`config.mk`:
```
export PLATFORM = sky130hd
export DESIGN_NAME = fetch_unit
export DESIGN_NICKNAME = d
export VERILOG_FILES = /design/src/rtl/fetch_unit.sv
export SDC_FILE = /design/constraint.sdc
export NUM_CORES = 1
export LEC_CHECK = 0
export CAP_MARGIN = 20
export CORE_MARGIN = 1.5
export CORE_UTILIZATION = 40
export DETAILED_ROUTE_END_ITERATION = 10
export DONT_BUFFER_PORTS = 1
export HOLD_SLACK_MARGIN = 0.08
export PLACE_DENSITY_LB_ADDON = 0.15
export SYNTH_ARGS = -nofsm -noshare
export SYNTH_HDL_FRONTEND = slang
export SYNTH_SLANG_ARGS = --single-unit
```
`constraint.sdc`:
```
create_clock -name clk -period 3.75 [get_ports clk]
set_input_delay 1.125 -clock clk [delete_from_list [all_inputs] [get_ports clk]]
set_output_delay 1.125 -clock clk [all_outputs]
set_load 0.02 [all_outputs]
```
`src/rtl/fetch_unit.sv`:
```
// Instruction-fetch stage: owns the PC, reads a 1-cycle-latency instruction memory,
// and buffers {instruction, pc} pairs in a small FIFO toward decode.
module fetch_unit #(
    parameter int unsigned           ADDR_W   = 5,
    parameter int unsigned           INST_W   = 13,
    parameter int unsigned           DEPTH    = 2,
    parameter logic [ADDR_W-1:0]     RESET_PC = '0
) (
    input  logic              clk,
    input  logic              reset,
    input  logic              fetch_en,
    input  logic              redirect_valid,
    input  logic [ADDR_W-1:0] redirect_pc,
    output logic [ADDR_W-1:0] imem_addr,
    output logic              imem_rd_en,
    input  logic [INST_W-1:0] imem_rdata,
    output logic [INST_W-1:0] ir_out,
    output logic [ADDR_W-1:0] ir_pc,
    output logic              ir_valid,
    input  logic              ir_ready
);

    localparam int unsigned PTR_W = $clog2(DEPTH);
    localparam int unsigned CNT_W = $clog2(DEPTH) + 1;
    localparam int unsigned SUM_W = CNT_W + 1;

    typedef enum logic {S_WAIT, S_RUN} state_t;

    state_t            state;
    logic [ADDR_W-1:0] pc;
    logic [ADDR_W-1:0] issued_pc;
    logic              inflight;
    logic [INST_W-1:0] inst_mem [DEPTH];
    logic [ADDR_W-1:0] pc_mem   [DEPTH];
    logic [PTR_W-1:0]  rd_ptr;
    logic [PTR_W-1:0]  wr_ptr;
    logic [CNT_W-1:0]  count;

    logic run;
    logic pop;
    logic push;
    logic redir;
    logic credit;
    logic issue;

    assign run      = (state == S_RUN);
    assign ir_valid = (count != '0);
    assign ir_out   = inst_mem[rd_ptr];
    assign ir_pc    = pc_mem[rd_ptr];
    assign pop      = ir_valid & ir_ready;
    assign redir    = run & redirect_valid;
    assign push     = inflight & ~redir;

    // A slot is reserved for every in-flight read so a return can never overflow.
    assign credit = (SUM_W'(count) + SUM_W'(inflight) - SUM_W'(pop)) < SUM_W'(DEPTH);
    assign issue  = run & fetch_en & ~redirect_valid & credit;

    assign imem_rd_en = issue;
    assign imem_addr  = pc;

    always_ff @(posedge clk or negedge reset) begin
        if (!reset) begin
            state     <= S_WAIT;
            pc        <= RESET_PC;
            issued_pc <= RESET_PC;
            inflight  <= 1'b0;
            rd_ptr    <= '0;
            wr_ptr    <= '0;
            count     <= '0;
            for (int unsigned i = 0; i < DEPTH; i++) begin
                inst_mem[i] <= '0;
                pc_mem[i]   <= '0;
            end
        end else begin
            state <= S_RUN;
            if (redir) begin
                // Flush buffered and in-flight work; restart at the target.
                pc       <= redirect_pc;
                inflight <= 1'b0;
                rd_ptr   <= '0;
                wr_ptr   <= '0;
                count    <= '0;
            end else begin
                inflight <= issue;
                if (issue) begin
                    pc        <= pc + ADDR_W'(1);
                    issued_pc <= pc;
                end
                if (push) begin
                    inst_mem[wr_ptr] <= imem_rdata;
                    pc_mem[wr_ptr]   <= issued_pc;
                    wr_ptr           <= wr_ptr + PTR_W'(1);
                end
                if (pop) begin
                    rd_ptr <= rd_ptr + PTR_W'(1);
                end
                count <= count + CNT_W'(push) - CNT_W'(pop);
            end
        end
    end

endmodule
```
==> run summary <==
Run status: completed
Number of buffers added on ports: 0
Largest net degree at the start of global routing: 53
Library cell with the highest instance count after synthesis: sky130_fd_sc_hd__mux2_2
Synthesized instance count: 174
Number of buffers on the longest clock path: 2
Max-slew violation count: 0
Antenna violations before repair: 0
# rows: 28
Worst max-slew margin expressed relative to the limit: 0.417
Upper clock frequency limit: 276 MHz
First DRT Iteration DRCs: 42
Internal Pwr Total: 0.00131 W
Die extent in x: 81.3 um
Cell taking the most area after synthesis: sky130_fd_sc_hd__dfrtp_1
Die area: 6610 um^2
Total count of hold-check failures in the final report: 0
Proportion of layout cells with a drive suffix above 1: 0.435
RSZ-0062 raised after global routing: false
Level count of the clock H-tree: 2
Total congestion overflow after global routing: 0
Count of cell types in the netlist: 36
Part of the Yosys area used for sequential elements: 0.531
Cell area reported after detailed placement: 2500 um^2
I/O pin count: 48
Areal power density over the cells: 797 nW/um^2
Share of total power consumed by net switching: 0.367
Async set or reset register ratio after synthesis: 1.00
Vert. Die Dim: 81.3 um
Sequential group share of total power: 0.478
Max-cap violations: 0
Number of global-route vias before repair: 1439
Number of vias in the routed layout: 1356
Routed wire per std cell: 17.3 um
Nature of the critical path endpoint: primary output
TritonCTS Buffers: 5
Wire length of the first global-routing pass: 7160 um
Clock Latency Late Sink: 0.30 ns
Data required time of the critical path: 2.62 ns
Synth-to-Final Area Change: 5.97%
Synth warn: 0
Slew of the pin with the lowest slew margin: 0.874 ns
Fill cells: 541
Worst vdd ir: 0.353 mV
Post-CTS setup buffer count: 0
TritonRoute pass-1 iters: 2
Highest fanout seen on the critical path: 3
Ys flop type: sky130_fd_sc_hd__dfrtp_1
Area share of the largest cell type after synthesis: 0.531
Gate power share: 0.366
Post-detailed-route DRC marker count: 0
Number of synthesized register bits: 52
Vias per cell: 5.38
Final design area excluding fillers: 2600 um^2
Antenna diode instance count: 0
TritonCTS clock tree: built
Reported net switching power: 0.000760 W
Cell types occupying the most area after synthesis: sky130_fd_sc_hd__dfrtp_1 53%, sky130_fd_sc_hd__mux2_2 26%, sky130_fd_sc_hd__mux2_4 1.8%
Gp weighted congestion: 0.698
TritonCTS Sinks: 52
Detailed placement HPWL: 3010 um
Setup violation total in the final timing report: 0
Initial standard-cell utilization of the core: 0.414
GRT Resource Usage Total: 0.145
Final setup skew: 0.00424 ns
Final-layout setup total negative slack: 0 ns
Min Tclk post-route: 3.63 ns
Remaining antenna violation count after routing: 0
Final worst path period share: 0.968
Combined area of all synthesized cells: 2450 um^2
Part of the power in the clock network: 0.156
Mean post-synth cell area: 14.1 um^2
Min-delay worst type: primary input to async pin
Number of enable flip-flop cells after synthesis: 0
Core region area: 5920 um^2
Post_cts resized: 0
CTS clk-pin slew, worst paths: 0.09 ns
Setup CP Type: primary input to primary output
Endpoint arrival time on the critical path: 2.50 ns
Clock Root Buffer: sky130_fd_sc_hd__clkbuf_8
Cell types with the highest counts after synthesis: 56 x sky130_fd_sc_hd__mux2_2, 52 x sky130_fd_sc_hd__dfrtp_1, 6 x sky130_fd_sc_hd__nor2_1, 5 x sky130_fd_sc_hd__nand2_1
Routed WL: 4350 um
Synth Net Count: 201
Critical path launch point type: primary input
Hold Buf Count CTS: 0
Cell leakage power: 1.18 nW
Fin nets: 203
## worst paths after layout
kind	from	endpoint	slack, ns	cells past startpoint
max reg2reg	count[1]	issued_pc[4]	1.24	7
min in group clk	pc_mem[9]	pc_mem[9]	0.51	1
min	reset	inst_mem[3]	0.51	0
min reg2reg	pc_mem[9]	pc_mem[9]	0.51	1
max in group asynchronous	reset	pc_mem[5]	3.16	0
max	ir_ready	imem_rd_en	0.12	6
## per-stage QoR
stage / utilization / power, W / std cells / hold slack, ns / setup slack, ns
after floorplan: - / 0.00165 / 174 / 0.474 / 0.0203
after global placement: 0.423 / 0.00174 / 244 / 0.481 / 0.117
after detailed placement: 0.423 / 0.00177 / 244 / 0.490 / 0.112
after CTS: 0.439 / 0.00210 / 252 / 0.496 / 0.112
after global routing: 0.439 / 0.00221 / 252 / 0.482 / 0.0130
final: 0.439 / 0.00207 / 252 / 0.509 / 0.120
## layout by cell type (no fill, tap or decap), drive strengths merged, types with 2 or more instances in the layout
cell | netlist | layout
o21ai | 2 | 2
nand3 | 3 | 3
nor2b | 2 | 2
xnor2 | 3 | 3
and2 | 3 | 3
xor2 | 2 | 2
clkinv | 0 | 2
or4 | 2 | 2
nor2 | 6 | 6
clkbuf | 1 | 6
inv | 4 | 4
nand2 | 5 | 5
mux2 | 59 | 59
a31oi | 4 | 4
o211ai | 3 | 3
ha | 3 | 3
buf | 6 | 2
dfrtp | 52 | 52
o31ai | 2 | 2
## kinds of logic (layout without fill, tap and decap cells)
kind of cell	count (synthesis)	in the layout	share of synthesized area
muxes	59	59	0.276
DFF	52	52	0.531
and+or+nand+nor	29	29	0.0781
AOI/OAI and AO/OA	13	13	0.0362
buffers and inverters	11	14	0.0286
xor gates and xnor gates	5	5	0.0255
adders and majority gates	4	4	0.0235
other	1	1	0.00153
## registers in the layout, summed over array words and instances (netlist names)
register and count:
inst_mem 26, pc_mem 10, imem_addr 5, issued_pc 5, count 2, inflight 1
rd_ptr 1, run 1, wr_ptr 1
## area by class of cell
cell class,instances,area [um^2],share of cell area
multi-input cells,111,1080,0.416
well taps,75,93.8,0.0361
repair buffers,2,15.0,0.00578
flip-flops and latches,52,1300,0.501
clock buffers,6,82.6,0.0318
inverters,4,15.0,0.00578
clock inverters,2,10.0,0.00385
## routing by layer
metal	track usage	routed length [um]	up-vias
met2	0.242	2140	30
met5	0	0	-
li1	-	-	626
met1	0.177	1920	695
met4	0.0466	42	0
met3	0.0483	252	5
## power groups by stage
stage          clock, W  combinational, W  sequential, W
3_3_place_gp          0          0.000749       0.000986
6_report       0.000324          0.000757       0.000989
5_1_grt        0.000362          0.000820        0.00103
4_1_cts        0.000338          0.000772       0.000994
3_5_place_dp          0          0.000768        0.00100
2_1_floorplan         0          0.000746       0.000905
## worst max-delay path, cell delays in order
cell,delay [ns]
sky130_fd_sc_hd__and3b_1,0.17
sky130_fd_sc_hd__o21ai_0,0.12
sky130_fd_sc_hd__fa_1,0.57
sky130_fd_sc_hd__and4b_2,0.25
sky130_fd_sc_hd__nand2_1,0.08
sky130_fd_sc_hd__inv_1,0.18
Note: power is estimated with default switching activity, not from simulation.
